===== src/rtl/program_loader_pkg.sv =====
// Shared types and constants for the byte-stream program loader.
// Holds the frame state encoding, word/address types and the checksum helper.
package program_loader_pkg;

    localparam logic [7:0] SYNC_BYTE_DEFAULT = 8'hA5;

    typedef logic [15:0] word_t;
    typedef logic [15:0] addr_t;

    typedef enum logic [2:0] {
        ST_IDLE   = 3'd0,
        ST_LEN_H  = 3'd1,
        ST_LEN_L  = 3'd2,
        ST_DATA_H = 3'd3,
        ST_DATA_L = 3'd4,
        ST_WRITE  = 3'd5,
        ST_CSUM   = 3'd6
    } state_t;

    function automatic logic [7:0] csum_next(input logic [7:0] acc, input logic [7:0] b);
        return acc ^ b;
    endfunction

endpackage


===== src/rtl/program_loader.sv =====
// Loads a checksummed byte-stream image into instruction memory and holds the
// CPU in reset until a complete frame has been verified.
module program_loader
    import program_loader_pkg::*;
#(
    parameter addr_t      BASE_ADDR = 16'h0000,
    parameter logic [7:0] SYNC_BYTE = SYNC_BYTE_DEFAULT
) (
    input  logic        clk,
    input  logic        pc_reset,
    input  logic [7:0]  byte_in,
    input  logic        byte_valid,
    output logic        byte_ready,
    output logic [15:0] instruction_out,
    output logic [15:0] load_address,
    output logic        load_instruction,
    output logic        cpu_hold,
    output logic        done,
    output logic        error
);

    state_t     state_r;
    addr_t      addr_r;
    logic [15:0] remaining_r;
    logic [7:0] len_hi_r;
    logic [7:0] data_hi_r;
    logic [7:0] csum_r;

    logic        byte_ready_r;
    word_t       instruction_out_r;
    addr_t       load_address_r;
    logic        load_instruction_r;
    logic        cpu_hold_r;
    logic        done_r;
    logic        error_r;

    logic        accept_s;

    assign accept_s         = byte_valid && byte_ready_r;
    assign byte_ready       = byte_ready_r;
    assign instruction_out  = instruction_out_r;
    assign load_address     = load_address_r;
    assign load_instruction = load_instruction_r;
    assign cpu_hold         = cpu_hold_r;
    assign done             = done_r;
    assign error            = error_r;

    // Frame FSM with inline word assembler, counters, checksum and registered outputs
    always_ff @(posedge clk or posedge pc_reset) begin
        if (pc_reset) begin
            state_r            <= ST_IDLE;
            addr_r             <= BASE_ADDR;
            remaining_r        <= 16'h0000;
            len_hi_r           <= 8'h00;
            data_hi_r          <= 8'h00;
            csum_r             <= 8'h00;
            byte_ready_r       <= 1'b1;
            instruction_out_r  <= 16'h0000;
            load_address_r     <= BASE_ADDR;
            load_instruction_r <= 1'b0;
            cpu_hold_r         <= 1'b1;
            done_r             <= 1'b0;
            error_r            <= 1'b0;
        end else begin
            case (state_r)
                ST_IDLE: begin
                    if (accept_s && (byte_in == SYNC_BYTE)) begin
                        state_r    <= ST_LEN_H;
                        cpu_hold_r <= 1'b1;
                        done_r     <= 1'b0;
                        error_r    <= 1'b0;
                        csum_r     <= 8'h00;
                        addr_r     <= BASE_ADDR;
                    end else begin
                        state_r <= ST_IDLE;
                    end
                end
                ST_LEN_H: begin
                    if (accept_s) begin
                        len_hi_r <= byte_in;
                        csum_r   <= csum_next(csum_r, byte_in);
                        state_r  <= ST_LEN_L;
                    end else begin
                        state_r <= ST_LEN_H;
                    end
                end
                ST_LEN_L: begin
                    if (accept_s) begin
                        remaining_r <= {len_hi_r, byte_in};
                        csum_r      <= csum_next(csum_r, byte_in);
                        if ({len_hi_r, byte_in} == 16'h0000) begin
                            state_r <= ST_CSUM;
                        end else begin
                            state_r <= ST_DATA_H;
                        end
                    end else begin
                        state_r <= ST_LEN_L;
                    end
                end
                ST_DATA_H: begin
                    if (accept_s) begin
                        data_hi_r <= byte_in;
                        csum_r    <= csum_next(csum_r, byte_in);
                        state_r   <= ST_DATA_L;
                    end else begin
                        state_r <= ST_DATA_H;
                    end
                end
                ST_DATA_L: begin
                    // Present the word on the write port next cycle and pause input for it
                    if (accept_s) begin
                        csum_r             <= csum_next(csum_r, byte_in);
                        instruction_out_r  <= {data_hi_r, byte_in};
                        load_address_r     <= addr_r;
                        load_instruction_r <= 1'b1;
                        byte_ready_r       <= 1'b0;
                        state_r            <= ST_WRITE;
                    end else begin
                        state_r <= ST_DATA_L;
                    end
                end
                ST_WRITE: begin
                    load_instruction_r <= 1'b0;
                    byte_ready_r       <= 1'b1;
                    addr_r             <= addr_r + 16'd1;
                    remaining_r        <= remaining_r - 16'd1;
                    if (remaining_r == 16'd1) begin
                        state_r <= ST_CSUM;
                    end else begin
                        state_r <= ST_DATA_H;
                    end
                end
                ST_CSUM: begin
                    if (accept_s) begin
                        if (byte_in == csum_r) begin
                            done_r     <= 1'b1;
                            cpu_hold_r <= 1'b0;
                        end else begin
                            error_r    <= 1'b1;
                            cpu_hold_r <= 1'b1;
                        end
                        state_r <= ST_IDLE;
                    end else begin
                        state_r <= ST_CSUM;
                    end
                end
                default: begin
                    state_r            <= ST_IDLE;
                    byte_ready_r       <= 1'b1;
                    load_instruction_r <= 1'b0;
                    cpu_hold_r         <= 1'b1;
                end
            endcase
        end
    end

endmodule


===== config.mk =====
export PLATFORM = sky130hd
export DESIGN_NAME = program_loader
export DESIGN_NICKNAME = d
export VERILOG_FILES = /design/src/rtl/program_loader_pkg.sv /design/src/rtl/program_loader.sv
export SDC_FILE = /design/constraint.sdc
export NUM_CORES = 1
export LEC_CHECK = 0
export BUFFER_PORTS_ARGS = -buffer_cell sky130_fd_sc_hd__buf_2
export CORE_ASPECT_RATIO = 1.25
export CORE_MARGIN = 8
export CORE_UTILIZATION = 35
export CTS_CLUSTER_SIZE = 24
export DETAILED_ROUTE_END_ITERATION = 10
export GPL_TIMING_DRIVEN = 0
export HOLD_SLACK_MARGIN = 0.12
export MAX_ROUTING_LAYER = met4
export PLACE_DENSITY_LB_ADDON = 0.05
export SLEW_MARGIN = 20
export SYNTH_ARGS = -nofsm -noshare
export SYNTH_HDL_FRONTEND = slang
export SYNTH_SLANG_ARGS = --single-unit

===== constraint.sdc =====
create_clock -name clk -period 4.15 [get_ports clk]
set_input_delay 0.2075 -clock clk [delete_from_list [all_inputs] [get_ports clk]]
set_output_delay 0.2075 -clock clk [all_outputs]
set_load 0.01 [all_outputs]

# After elaboration in Yosys (flattened, before gate mapping)
# Cells that the tools add are included.
# W data, S select, Z words.
word_totals:
  reg_bits: 96
  out_inout_bits: 37
  wordCells: 86
op_classes:
  addsub: 2
  n_eq_ne: 16
  mux: 31
  bitwise_logic: 3
  n_reduce_logical: 21
op_table:
  columns: ["cell", "n"]
  rows:
  - ["$pmux W16 S2", 2]
  - ["$mux W16", 2]
  - ["$pmux W3 S7", 1]
  - ["$add A16 B1 Y16 const B", 1]
  - ["$eq A16 B1 Y1 const B", 1]
  - ["$logic_not A16 Y1", 1]
  - ["$mux W8", 2]
  - ["$pmux W8 S2", 1]
  - ["$sub A16 B1 Y16 const B", 1]
  - ["$mux W3", 5]
  - ["$mux W1", 12]
  - ["$ne A2 B2 Y1 const B", 6]
  - ["$reduce_and A2 Y1", 6]
  - ["$reduce_or A5 Y1", 2]
  - ["$eq A3 B3 Y1 const B", 3]
  - ["$eq A8 B8 Y1", 1]
  - ["$eq A8 B8 Y1 const B", 1]
  - ["$pmux W1 S2", 4]
  - ["$reduce_and A4 Y1", 2]
  - ["$reduce_bool A2 Y1", 4]
  - ["$xor A8 B8 Y8", 1]
  - ["$eq A3 B2 Y1 const B", 2]
  - ["$reduce_and A3 Y1", 2]
  - ["$reduce_or A4 Y1", 1]
  - ["7 further kinds", 9]

# Depth between registers and ports, before layout
depth:
  depth_word: 4
  depth_mapped: 7
  depth_no_buf: 7

# Worst setup path before layout
# Ideal clock, no wire load.
synth_path:
  path_type: "reg-to-reg"
  from: "reg remaining_r[0]"
  to: "reg remaining_r[8]"
  setup_time_ns: 0.094
  arrival_ns: 1.885
  path_slack_ns: 2.171
  stages_incl_launch_ff: 7
  n_path_buf: 0
  path_cell_list: "dfrtp_1 -> inv_1 -> ha_1 -> or4b_2 -> nor3_1 -> nor3_1 -> a211oi_1"
synth_via:
  elab_chain_cells: 2
synth_lines:
  columns: ["item", "line_no", "source"]
  rows:
  - ["start, declared", "program_loader.sv:24", "logic [15:0] remaining_r;"]
  - ["start signal, assigned", "program_loader.sv:89", "remaining_r <= {len_hi_r, byte_in};"]
  - ["start signal, assigned", "program_loader.sv:126", "remaining_r <= remaining_r - 16'd1;"]
  - ["$sub A16 B1 Y16", "program_loader.sv:126", null]
  - ["$pmux W16 S2", "program_loader.sv:65", "case (state_r)"]
# No other way between the ends.
# A chain may end at the register's enable or synchronous reset.

# Worst setup path in the final report
# Same ends and word-level chain as after synthesis.

==> run summary <==
status -> finished, final reports clean
Top Metal Used -> met4
P_sw -> 0.00136 W
Yosys cell types -> 56
Slowest-stage cell, CP -> or4b_2
Setup-failing EPs final -> 0
Leak Pwr -> 2.35 nW
area delta synth->final -> 17.1%
Cell Count Post-Placement -> 635
H-tree levels -> 3
syn nets -> 441
asr flop ratio synth -> 1.00
diodes inserted -> 0
critical path data required time -> 4.40 ns
core area -> 0.0127 mm²
Logic pwr share -> 0.323
fill cell total of the finished layout -> 1,247
Clock Pin Slew Worst Setup and Hold Paths -> 0.07 ns
Peak Freq -> 0.434 GHz
Setup TNS Final -> 0 ns
CP Max Fanout -> 6
Critical Path Most Common Cell -> nor3_1
gpl congestion -> 0.803
metal2 WL -> 5570 µm
TritonCTS buffer count -> 9
Avg Synthesized Cell Area -> 10.7 µm²
Clock Latency Late Sink -> 0.35 ns
cell-internal power -> 0.00247 W
CP Launch Type -> flip-flop
RSZ-0062 raised after global routing -> no
I/O Pins -> 48
VDD IR max -> 0.267 mV
Max clock buf depth -> 2
vias in the first global route -> 3,578
clk_skew -> 0.00619 ns
register share of total power -> 0.437
final worst-path cycle share -> 0.555
WL final -> 11,200 µm
hold crit path type -> input port to flip-flop
die area -> 0.0169 mm²
CP endpoint kind -> flip-flop
Post-synth EDFFs -> 0
layout cells sized above 1 -> 0.269
minimum clock period after layout -> 2.30 ns
routed len/inst -> 17.2 µm
die height -> 144 µm
max incr delay on CP -> 0.67 ns
Switching Share -> 0.355
first-pass GRT wire length -> 19,000 µm
ANT nets after route -> 0
num rows -> 46
post-synthesis register bit count -> 96
Seq/Total Area, Yosys -> 0.528
mux cell area share after synthesis -> 0.119
Netlist Area Pre-Place -> 0.00456 mm²
Synth Area in Adders -> 0.00824
Placement Setup Slack -> 1.87 ns
Clock Sinks -> 96
Setup CP Type -> flip-flop to flip-flop
port bufs -> 39
initial antenna violation count -> 0
pin count of the biggest net entering global routing -> 51
final cell count without fillers -> 652
Critical Path AT -> 2.56 ns
Yosys warnings -> 0
Die W -> 118 µm
worst-margin pin slew -> 0.719 ns
initial cell density of the core -> 0.358
Cells after Synth -> 427
CP cell instances -> inv_1 > ha_1 > or4b_2 > nor3_1 > nor3_1 > a211oi_1
Cell Pwr Density -> 718 mW/mm²
Simple-Gate Fraction of Synth Area -> 0.169
GRT Resource Usage Total -> 0.145
Slew Viols, Final -> 0
WP buf/inv -> 1
Compound-Gate Fraction of Synth Area -> 0.124
drt initial violations -> 214
final worst slack -> 1.85 ns
clock root buffer master -> clkbuf_16
vias per cell -> 5.21
most used flip-flop cell after synthesis -> dfrtp_1
largest family of logic cells by synthesized area -> simple AND/OR/NAND/NOR gates
gr ovfl total -> 0
Synth Area in XOR/XNOR -> 0.0173
Clk network pwr share -> 0.240
detailed placement HPWL -> 7980 µm
CP delay by family, top -> simple AND/OR/NAND/NOR gates
setup bufs post-CTS -> 0
CTS tree -> built
fin nets -> 493
Residual DRC -> 0
DR pass1 iterations -> 4
total of max-cap violations -> 0
Hold Vio Cnt, Final -> 0
DR WL met3 -> 305 µm
Met1 Wirelength -> 5220 µm
relative slew slack -> 0.521
routed vias -> 3,400
-- logic make-up (layout without fill, tap and decap cells) --
family,count (synthesis),after routing
AOI/OAI and AO/OA,90,90
xor gates and xnor gates,9,9
adders and majority gates,3,3
buffers and inverters,30,87
DFF,96,96
muxes,48,48
and+or+nand+nor,151,151
-- cells in the final DEF, fill, tap and decap left out, types with 4 or more instances in the layout --
cell,synthesis,final
and3_1,8,8
nand3_1,21,21
buf_2,0,39
o211ai_1,7,7
a21oi_1,14,14
nor2_1,36,36
nor3_1,12,12
or4_1,4,4
clkbuf_16,0,9
mux2_2,48,48
o21ai_1,14,14
buf_6,4,4
o21ai_0,30,30
clkbuf_1,9,9
inv_1,8,7
dfrtp_1,94,94
nand2_1,40,40
clkbuf_2,4,4
xor2_1,8,8
nand4_1,7,7
-- power by group through the flow --
stage          logic, W  registers (W)  clock network [W]
2_1_floorplan  0.000840        0.00168                  0
3_3_place_gp    0.00123        0.00169                  0
3_5_place_dp    0.00125        0.00170                  0
4_1_cts         0.00126        0.00168           0.000943
5_1_grt         0.00140        0.00175           0.000982
6_report        0.00124        0.00168           0.000919
-- per-layer routing --
layer	GRT usage	vias up
met4	0.0446	0
met3	0.0279	11
li1	-	1645
met5	-	-
met2	0.242	42
met1	0.175	1702
-- per-stage QoR --
stage	utilization	total power, W	area [µm²]	hold WS (ns)
floorplan	-	0.00252	4560	0.393
global placement	0.390	0.00292	4960	0.479
detailed placement	0.393	0.00295	4990	0.266
CTS	0.419	0.00388	5330	0.137
global route	0.419	0.00413	5330	0.154
finish	0.419	0.00383	5330	0.148
-- flip-flops by register name, summed over array words and instances (netlist names), 3 cells and up --
signal,count
addr_r,16
data_hi_r,8
csum_r,8
state_r,3
remaining_r,16
instruction_out,16
len_hi_r,8
load_address,16
-- synthesized netlist by cell type, types with 4 or more instances --
cell type  count  area share
o21ai_0       30       0.033
and3_1         8       0.011
nand2_1       40       0.033
clkbuf_2       4      0.0044
nand3_1       21       0.023
nor2_1        36       0.030
or4_1          4      0.0066
mux2_2        48        0.12
inv_1          8      0.0066
clkbuf_1       9      0.0074
o21ai_1       14       0.015
nor3_1        12       0.013
xor2_1         8       0.015
a21oi_1       14       0.015
nand4_1        7      0.0096
dfrtp_1       94        0.52
buf_6          4      0.0099
o211ai_1       7       0.012
-- worst register-to-register path: cells and delay by family, from the launching register on --
| family | cells | cell delay [ns] |
|---|---|---|
| flip-flops | 1 | 0.44 |
| buffers and inverters | 1 | 0.08 |
| AND/OR/NAND/NOR | 3 | 1.19 |
| AO/OA/AOI/OAI | 1 | 0.24 |
| adder cells (fa/ha/maj) | 1 | 0.25 |
-- area by class of cell --
type,instances,area [µm²],area share
Clock inverter,6,90.1,0.0169
Tap cell,168,210,0.0394
Timing Repair Buffer,41,233,0.0436
Buffer,22,129,0.0242
Clock buffer,10,239,0.0448
Multi-Input combinational cell,301,1990,0.374
Sequential cell,96,2400,0.451
Inverter,8,35.0,0.00657
-- path summary, 6_finish.rpt --
kind / from / slack (ns) / end / depth (start not counted)
min in group asynchronous: pc_reset / 0.42 / load_address[15] / 3
min: byte_in[0] / 0.15 / csum_r[0] / 3
min reg2reg: remaining_r[10] / 0.49 / remaining_r[10] / 2
max reg2reg: remaining_r[0] / 1.85 / remaining_r[8] / 6
max in group asynchronous: pc_reset / 3.07 / cpu_hold / 4
max: remaining_r[0] / 1.85 / remaining_r[8] / 6
-- what timing repair did --
action,4_1_cts,5_1_grt
hold buffers,1,0
hold endpoints to repair,45,0
resized for setup,0,0
Note: power is estimated with default switching activity, not from simulation.
